### src/rtl/obi_ram_arbiter.sv
// Two-to-one OBI arbiter: instruction fetch and data share one memory port.
// Address phases are round-robin with a grant lock; responses are steered back in order via an ID FIFO.
module obi_ram_arbiter #(
    parameter int ADDR_WIDTH      = 32,
    parameter int DATA_WIDTH      = 32,
    parameter int MAX_OUTSTANDING = 4
) (
    input  logic                                 clk_i,
    input  logic                                 rst_i,
    input  logic                                 instr_req_i,
    output logic                                 instr_gnt_o,
    input  logic [ADDR_WIDTH-1:0]                instr_addr_i,
    output logic                                 instr_rvalid_o,
    output logic [DATA_WIDTH-1:0]                instr_rdata_o,
    input  logic                                 data_req_i,
    output logic                                 data_gnt_o,
    input  logic [ADDR_WIDTH-1:0]                data_addr_i,
    input  logic                                 data_we_i,
    input  logic [DATA_WIDTH/8-1:0]              data_be_i,
    input  logic [DATA_WIDTH-1:0]                data_wdata_i,
    output logic                                 data_rvalid_o,
    output logic [DATA_WIDTH-1:0]                data_rdata_o,
    output logic                                 mem_req_o,
    input  logic                                 mem_gnt_i,
    output logic [ADDR_WIDTH-1:0]                mem_addr_o,
    output logic                                 mem_we_o,
    output logic [DATA_WIDTH/8-1:0]              mem_be_o,
    output logic [DATA_WIDTH-1:0]                mem_wdata_o,
    input  logic                                 mem_rvalid_i,
    input  logic [DATA_WIDTH-1:0]                mem_rdata_i,
    output logic [$clog2(MAX_OUTSTANDING):0]     outstanding_o,
    output logic                                 rsp_error_o
);

    localparam int PW = $clog2(MAX_OUTSTANDING);
    localparam int CW = PW + 1;
    localparam int BW = DATA_WIDTH / 8;

    typedef enum logic {S_IDLE, S_LOCKED} state_t;

    state_t               r_state;
    state_t               w_state_nxt;
    logic                 r_lock_id;
    logic                 r_last_id;
    logic [MAX_OUTSTANDING-1:0] r_fifo;
    logic [PW-1:0]        r_wptr;
    logic [PW-1:0]        r_rptr;
    logic [CW-1:0]        r_count;
    logic                 r_rsp_error;

    logic                 w_full;
    logic                 w_empty;
    logic                 w_instr_elig;
    logic                 w_data_elig;
    logic                 w_sel_id;
    logic                 w_mem_req;
    logic                 w_hs;
    logic                 w_pop;
    logic                 w_head_id;

    assign w_full       = (r_count == CW'(MAX_OUTSTANDING));
    assign w_empty      = (r_count == '0);
    assign w_instr_elig = instr_req_i & ~w_full;
    assign w_data_elig  = data_req_i & ~w_full;

    // State register; r_last_id resets to instr so the first tie goes to data.
    always_ff @(posedge clk_i) begin
        if (rst_i) begin
            r_state   <= S_IDLE;
            r_lock_id <= 1'b0;
            r_last_id <= 1'b0;
        end else begin
            r_state <= w_state_nxt;
            if (r_state == S_IDLE && w_mem_req && !mem_gnt_i)
                r_lock_id <= w_sel_id;
            if (w_hs)
                r_last_id <= w_sel_id;
        end
    end

    always_comb begin
        w_state_nxt = r_state;
        case (r_state)
            S_IDLE:   if (w_mem_req && !mem_gnt_i) w_state_nxt = S_LOCKED;
            S_LOCKED: if (mem_gnt_i)               w_state_nxt = S_IDLE;
            default:  w_state_nxt = S_IDLE;
        endcase
    end

    // A locked request skips the full check: it was eligible when it locked.
    always_comb begin
        w_sel_id  = 1'b0;
        w_mem_req = 1'b0;
        case (r_state)
            S_LOCKED: begin
                w_sel_id  = r_lock_id;
                w_mem_req = 1'b1;
            end
            default: begin
                w_mem_req = w_instr_elig | w_data_elig;
                w_sel_id  = (w_instr_elig & w_data_elig) ? ~r_last_id : w_data_elig;
            end
        endcase
    end

    assign w_hs        = w_mem_req & mem_gnt_i;
    assign mem_req_o   = w_mem_req;
    assign mem_addr_o  = w_sel_id ? data_addr_i  : instr_addr_i;
    assign mem_we_o    = w_sel_id ? data_we_i    : 1'b0;
    assign mem_be_o    = w_sel_id ? data_be_i    : {BW{1'b1}};
    assign mem_wdata_o = w_sel_id ? data_wdata_i : '0;
    assign instr_gnt_o = w_hs & ~w_sel_id;
    assign data_gnt_o  = w_hs & w_sel_id;

    assign w_head_id      = r_fifo[r_rptr];
    assign w_pop          = mem_rvalid_i & ~w_empty;
    assign instr_rvalid_o = w_pop & ~w_head_id;
    assign data_rvalid_o  = w_pop & w_head_id;
    assign instr_rdata_o  = mem_rdata_i;
    assign data_rdata_o   = mem_rdata_i;

    always_ff @(posedge clk_i) begin
        if (w_hs)
            r_fifo[r_wptr] <= w_sel_id;
    end

    always_ff @(posedge clk_i) begin
        if (rst_i) begin
            r_wptr      <= '0;
            r_rptr      <= '0;
            r_count     <= '0;
            r_rsp_error <= 1'b0;
        end else begin
            if (w_hs)
                r_wptr <= r_wptr + PW'(1);
            if (w_pop)
                r_rptr <= r_rptr + PW'(1);
            case ({w_hs, w_pop})
                2'b10:   r_count <= r_count + CW'(1);
                2'b01:   r_count <= r_count - CW'(1);
                default: r_count <= r_count;
            endcase
            if (mem_rvalid_i && w_empty)
                r_rsp_error <= 1'b1;
        end
    end

    assign outstanding_o = r_count;
    assign rsp_error_o   = r_rsp_error;

endmodule
### config.mk
export PLATFORM = sky130hd
export DESIGN_NAME = obi_ram_arbiter
export DESIGN_NICKNAME = d
export VERILOG_FILES = /design/src/rtl/obi_ram_arbiter.sv
export SDC_FILE = /design/constraint.sdc
export NUM_CORES = 1
export LEC_CHECK = 0
export ABC_AREA = 1
export CORE_AREA = 2 2 110 112
export CTS_BUF_LIST = sky130_fd_sc_hd__clkbuf_16
export CTS_CLUSTER_DIAMETER = 30
export DETAILED_ROUTE_END_ITERATION = 16
export DIE_AREA = 0 0 112 114
export SKIP_CTS_REPAIR_TIMING = 1
export SYNTH_ARGS = -nofsm -noshare
export SYNTH_HDL_FRONTEND = slang
export SYNTH_SLANG_ARGS = --single-unit
### constraint.sdc
create_clock -name clk_i -period 2.94 [get_ports clk_i]
set_clock_uncertainty 0.2 [all_clocks]
set_input_delay 0.588 -clock clk_i [delete_from_list [all_inputs] [get_ports clk_i]]
set_output_delay 0.588 -clock clk_i [all_outputs]
set_load 0.005 [all_outputs]
* Yosys cells after proc, flatten, opt, wreduce, memory -nomap -nowiden
Index checks and enable logic that the tools add are counted.
** Cells by class
- $add $sub $neg :: 4
- Multiply operators :: 0
- Div/mod/pow operators :: 0
- Magnitude comparators :: 3
- Equal/unequal tests :: 3
- Shift-type cells :: 0
- Multiplexer cells :: 16
- Bitwise gates (word level) :: 16
- Reduce and logical (&&, ||, !) cells :: 8
** Operators by type and width (number)
- 32-bit two-way mux :: 2
- 1-bit bitwise AND :: 9
- 1-bit two-way mux :: 8
- 2-bit by 3-bit < comparator with 1-bit output (second input constant) :: 2
- 1-bit NOT :: 6
- 3-bit one-hot mux with 2 select lines :: 1
- 1-bit logical AND :: 5
- 2-bit by 1-bit adder with 2-bit output (second input constant) :: 2
- 4-bit bitwise mux :: 1
- 4-bit two-way mux :: 1
- 3-bit by 1-bit adder with 3-bit output (second input constant) :: 1
- 3-bit equality test (second input constant) :: 1
- 3-bit zero test :: 1
- 3-bit by 1-bit subtractor with 3-bit output (second input constant) :: 1
- 1-bit binary-select mux with 2-bit select :: 1
- 1-bit demux with 2-bit select :: 1
- 2-bit by 1-bit equality test with 1-bit output (second input constant) :: 1
- 2-bit equality test (second input constant) :: 1
- 2-bit by 1-bit greater-or-equal comparator with 1-bit output (second input constant) :: 1
- 1-bit one-hot mux with 2 select lines :: 1
- 2-bit nonzero test :: 1
- 1-bit zero test :: 1
- 1-bit OR :: 1
** Storage, ports and cells
- Flip-flop bits (word level) :: 15
- Latch bits :: 0
- Memory bits (writable) :: 0
- Memory bits (read-only) :: 0
- Input port bits :: 139
- Output and inout bits :: 142
- Word-level logic and storage cells :: 58
- Memories :: 0

* Logic depth before layout (Yosys ltp)
- Word-level depth :: 8
- Gate-level depth with buffers :: 13
- Gate-level depth less buffers :: 13

* Least setup slack after synthesis
OpenSTA, ideal clock, no wires.
- Kind :: input to register
- From :: input data_req_i
- To :: register r_count[2], in the netlist outstanding_o[2]
- Setup time :: 0.070 ns
- Arrival time :: 2.116 ns
- Required time :: 2.670 ns
- Setup slack :: 0.555 ns
- Stages on the path :: 12
- Buffers on the path :: 0
- Cells stage by stage :: or2_2 > nand2_1 > nand2_2 > nand2_2 > ha_1 > inv_1 > fa_1 > nor2_1 > nor2_1 > nand2_1 > o21ai_0 > a21oi_1
** Between the ends
- Longest elaborated chain between the ends :: 6
- Elaborated cells between the ends (all ways) :: 8
- Classes of those cells :: eq/ne: 2; mux: 2; bitwise: 3; reduce/logical: 1
** Ends and longest elaborated chain
- start: declaration :: RTL line 15 : input logic data_req_i,
- 1-bit bitwise AND (*) :: RTL line 64 : assign w_data_elig = data_req_i & ~w_full;
- 1-bit OR (*) :: RTL line 100 : w_mem_req = w_instr_elig | w_data_elig;
- 1-bit two-way mux (*) :: RTL line 94 : case (r_state)
- via mem_req_o :: RTL line 23 : output logic mem_req_o,
- 1-bit bitwise AND (*) :: RTL line 106 : assign w_hs = w_mem_req & mem_gnt_i;
- 2-bit by 1-bit equality test with 1-bit output or 2-bit equality test (tied branches) :: RTL line 138 : case ({w_hs, w_pop})
- 3-bit one-hot mux with 2 select lines or 2-bit nonzero test (tied branches)
- end signal: assignment :: RTL line 139 : 2'b10: r_count <= r_count + CW'(1);
- end signal: assignment :: RTL line 140 : 2'b01: r_count <= r_count - CW'(1);
- end signal: assignment :: RTL line 141 : default: r_count <= r_count;
- end: declaration :: RTL line 48 : logic [CW-1:0] r_count;
The timed path passes the listed nets; every way through them passes the cells marked *.
A chain may end at the register's enable or synchronous reset.

* Worst setup path in the final report
- From :: input data_req_i
- To :: output mem_addr_o[27]
** Between the ends
- Longest elaborated chain between the ends :: 5
** Ends and longest elaborated chain
- 1-bit bitwise AND (*) :: RTL line 64
- 1-bit bitwise AND :: RTL line 101 : w_sel_id = (w_instr_elig & w_data_elig) ? ~r_last_id : w_data_elig;
- 1-bit two-way mux (*) :: RTL line 101
- 1-bit two-way mux (*) :: RTL line 94
- 32-bit two-way mux (*) :: RTL line 108 : assign mem_addr_o = w_sel_id ? data_addr_i : instr_addr_i;
- end: declaration :: RTL line 25 : output logic [ADDR_WIDTH-1:0] mem_addr_o,
Every way passes the cells marked *; elsewhere a longest branch is shown, timed or not.

==> flow_summary.yaml <==
setup_path:
  cpMostUsedCell: "nand2_1"
  critical-path-top-delay-family: "buffers and inverters"
  crit_arrival_ns: 2.34
  start_kind: "input port"
  cpPeakStageDelay_ns: 0.49
  criticalPathCategory: "in -> out"
  crit_fanout: 37
  worst_path_max_delay_cell: "clkdlybuf4s50_1"
  end_kind: "output pin"
  crit_required_ns: 2.15
  critical_path.cell_chain: "clkdlybuf4s50_1 > nand2_1 > a21oi_2 > nand2_1 > nand2_4 > buf_12 > nand2_1 > nand2_1 > clkdlybuf4s50_1"
  cp.buffers_inverters: 3
sta:
  tightest_slew_ns: 0.283
  relSlewSlack_pct: 81.1
  setup_viol: 7
  fmax_ghz: 0.320
  hold_violations: 0
  post-route-min-period_ns: 3.13
  min_period_over_period_pct: 106
  maxSlewViolCount: 0
  fin_ws_ns: -0.187
  rsz0062_at_grt: "yes"
finish:
  final_nets: 622
  layout_common_cells: "clkdlybuf4s50_1 (120), nand2_1 (119), dlymetal6s2s_1 (64), inv_1 (54), nor2_1 (51)"
  final_common_cell: "clkdlybuf4s50_1"
  seqCellArea_sq_um: 340
  area_growth_pct: 95.4
  fin_util_pct: 33.0
  multi_input_area_sq_um: 885
  drive_gt1_share_pct: 5.25
  fillerInstances: 1301
  finalNonFillerCells: 624
run_status:
  status: "finished with violations"
  violations: "setup timing"
job:
  maxCapViolations: 0
routing:
  viasPerCell: 3.82
  vias: 2383
  drt_wl_total_mm: 8.57
  drc: 0
  dr.pass1.iters: 4
  avgRoutedWirePerCell_microns: 13.7
  antenna_left: 0
  drtIter0Drc: 60
logic_synthesis:
  synth_nets: 493
  yosysSeqAreaShare_pct: 17.2
  synth_seq_cells: 15
  ys_types: 22
  synthCells: 348
  yosysWarnings: 0
  syn-mean-instance-area_sq_um: 5.68
  mappedNetlistArea_sq_mm: 0.00198
floorplan:
  fp.dieW_microns: 112
  dieArea_sq_mm: 0.0128
  io_pins: 281
  rows: 40
  start_util_pct: 16.9
  core_sq_mm: 0.0117
  die_h_microns: 114
place:
  place_inst: 618
  place.port_buffers: 184
  gp_congestion: 0.752
  dpl.hpwl_mm: 7.29
clock_network:
  cts_tree: "yes"
  clk_pin_slew_ns: 0.05
  root_buffer: "clkbuf_16"
  cts_buffers: 3
  htreeDepth: 1
  cts.sinks: 15
  clkLatencyLatePin_ns: 0.24
  cts_max_path_buffers: 2
power:
  power.internal_mw: 1.04
  leakagePower_nw: 2.53
  p_comb_share_pct: 65.6
  swShare_pct: 35.6
  p_sw_mw: 0.574
  irDropWorstVdd_v: 0.000194
  power.density_mw_per_mm2: 418
  clockPowerShare_pct: 16.2
  pwr-share-seq_pct: 18.2
global_route:
  overflow: 0
  grt_pass1_wl_mm: 11.8
  grt_pass1_vias: 2213
  grt_max_degree: 38
  antenna_found_initial: 1
  grtUsageTotal_pct: 11.9
worst_hold_path:
  hp-class: "reg -> reg"
area by class of cell:
type,instances,share of cell area [%]
Tap cell,147,4.76
Multi-Input combinational cell,204,22.9
Inverter,55,5.41
Clock inverter,1,0.0972
Clock buffer,3,1.94
Antenna cell,1,0.0648
Sequential cell,15,8.82
Timing Repair Buffer,198,56.0
layer usage:
metal  routed length, microns  GRT usage, %  up-vias
met3                     1000          5.74       10
li1                         -             -     1204
met2                     4670          22.7      146
met4                      151          4.07        0
met1                     2740          11.1     1023
met5                        0             0        -
state kept, by name (all words and copies together) (netlist names):
name / flops
r_lock_id: 1
outstanding_o: 3
r_rptr: 2
rsp_error_o: 1
r_last_id: 1
r_wptr: 2
r_fifo: 4
r_state: 1
final timing paths:
path	slack [ns]	cells after the start	from	to
setup / recovery	-0.19	9	data_req_i	mem_addr_o[27]
hold / removal	0.25	2	rsp_error_o	rsp_error_o
setup reg to reg	0.62	14	outstanding_o[0]	outstanding_o[2]
hold reg to reg	0.25	2	rsp_error_o	rsp_error_o
cell families after synthesis:
logic type / count (synthesis) / synth area share (%)
DFF: 15 / 17.2
adders and majority gates: 6 / 4.18
buffers and inverters: 129 / 38.1
and+or+nand+nor: 185 / 37.0
AOI/OAI and AO/OA: 13 / 3.48
synthesized netlist by cell type, drive strengths merged:
cell	count	area share (%)
dfxtp	11	11
nand3b	1	0.38
ha	5	3.2
nand4	1	0.32
or2	5	1.6
buf	74	28
a21oi	8	2.2
nand3	4	1.0
fa	1	1.0
inv	55	11
nand2	122	24
o21ai	5	1.3
nor2	52	9.9
edfxtp	4	6.1
tightest hold or removal path, delay by kind of cell, from the launching register on:
kind	cells	cell delay [ns]
flip-flops	1	0.30
buffers and inverters	1	0.05
AO/OA/AOI/OAI	1	0.05
stage by stage:
stage / power [mW] / hold WS [ns] / setup WS, ns / instance area [sq um] / TNS (ns)
finish: 1.61 / 0.248 / -0.187 / 3860 / -0.887
global route: 1.76 / 0.277 / -0.298 / 3860 / -1.70
CTS: 1.66 / 0.250 / -0.196 / 3660 / -9.72
detailed placement: 1.39 / 0.242 / -0.193 / 3580 / -9.50
global placement: 1.38 / 0.239 / -0.200 / 3580 / -9.85
floorplan: 0.776 / 0.241 / 0.555 / 1980 / 0
power by group through the flow:
stage	Sequential, mW	Clock, mW	Combinational (mW)
floorplan	0.290	0	0.486
global placement	0.294	0	1.08
detailed placement	0.297	0	1.09
CTS	0.294	0.268	1.10
global route	0.301	0.282	1.18
finish	0.293	0.261	1.06
Note: power is estimated with default switching activity, not from simulation.
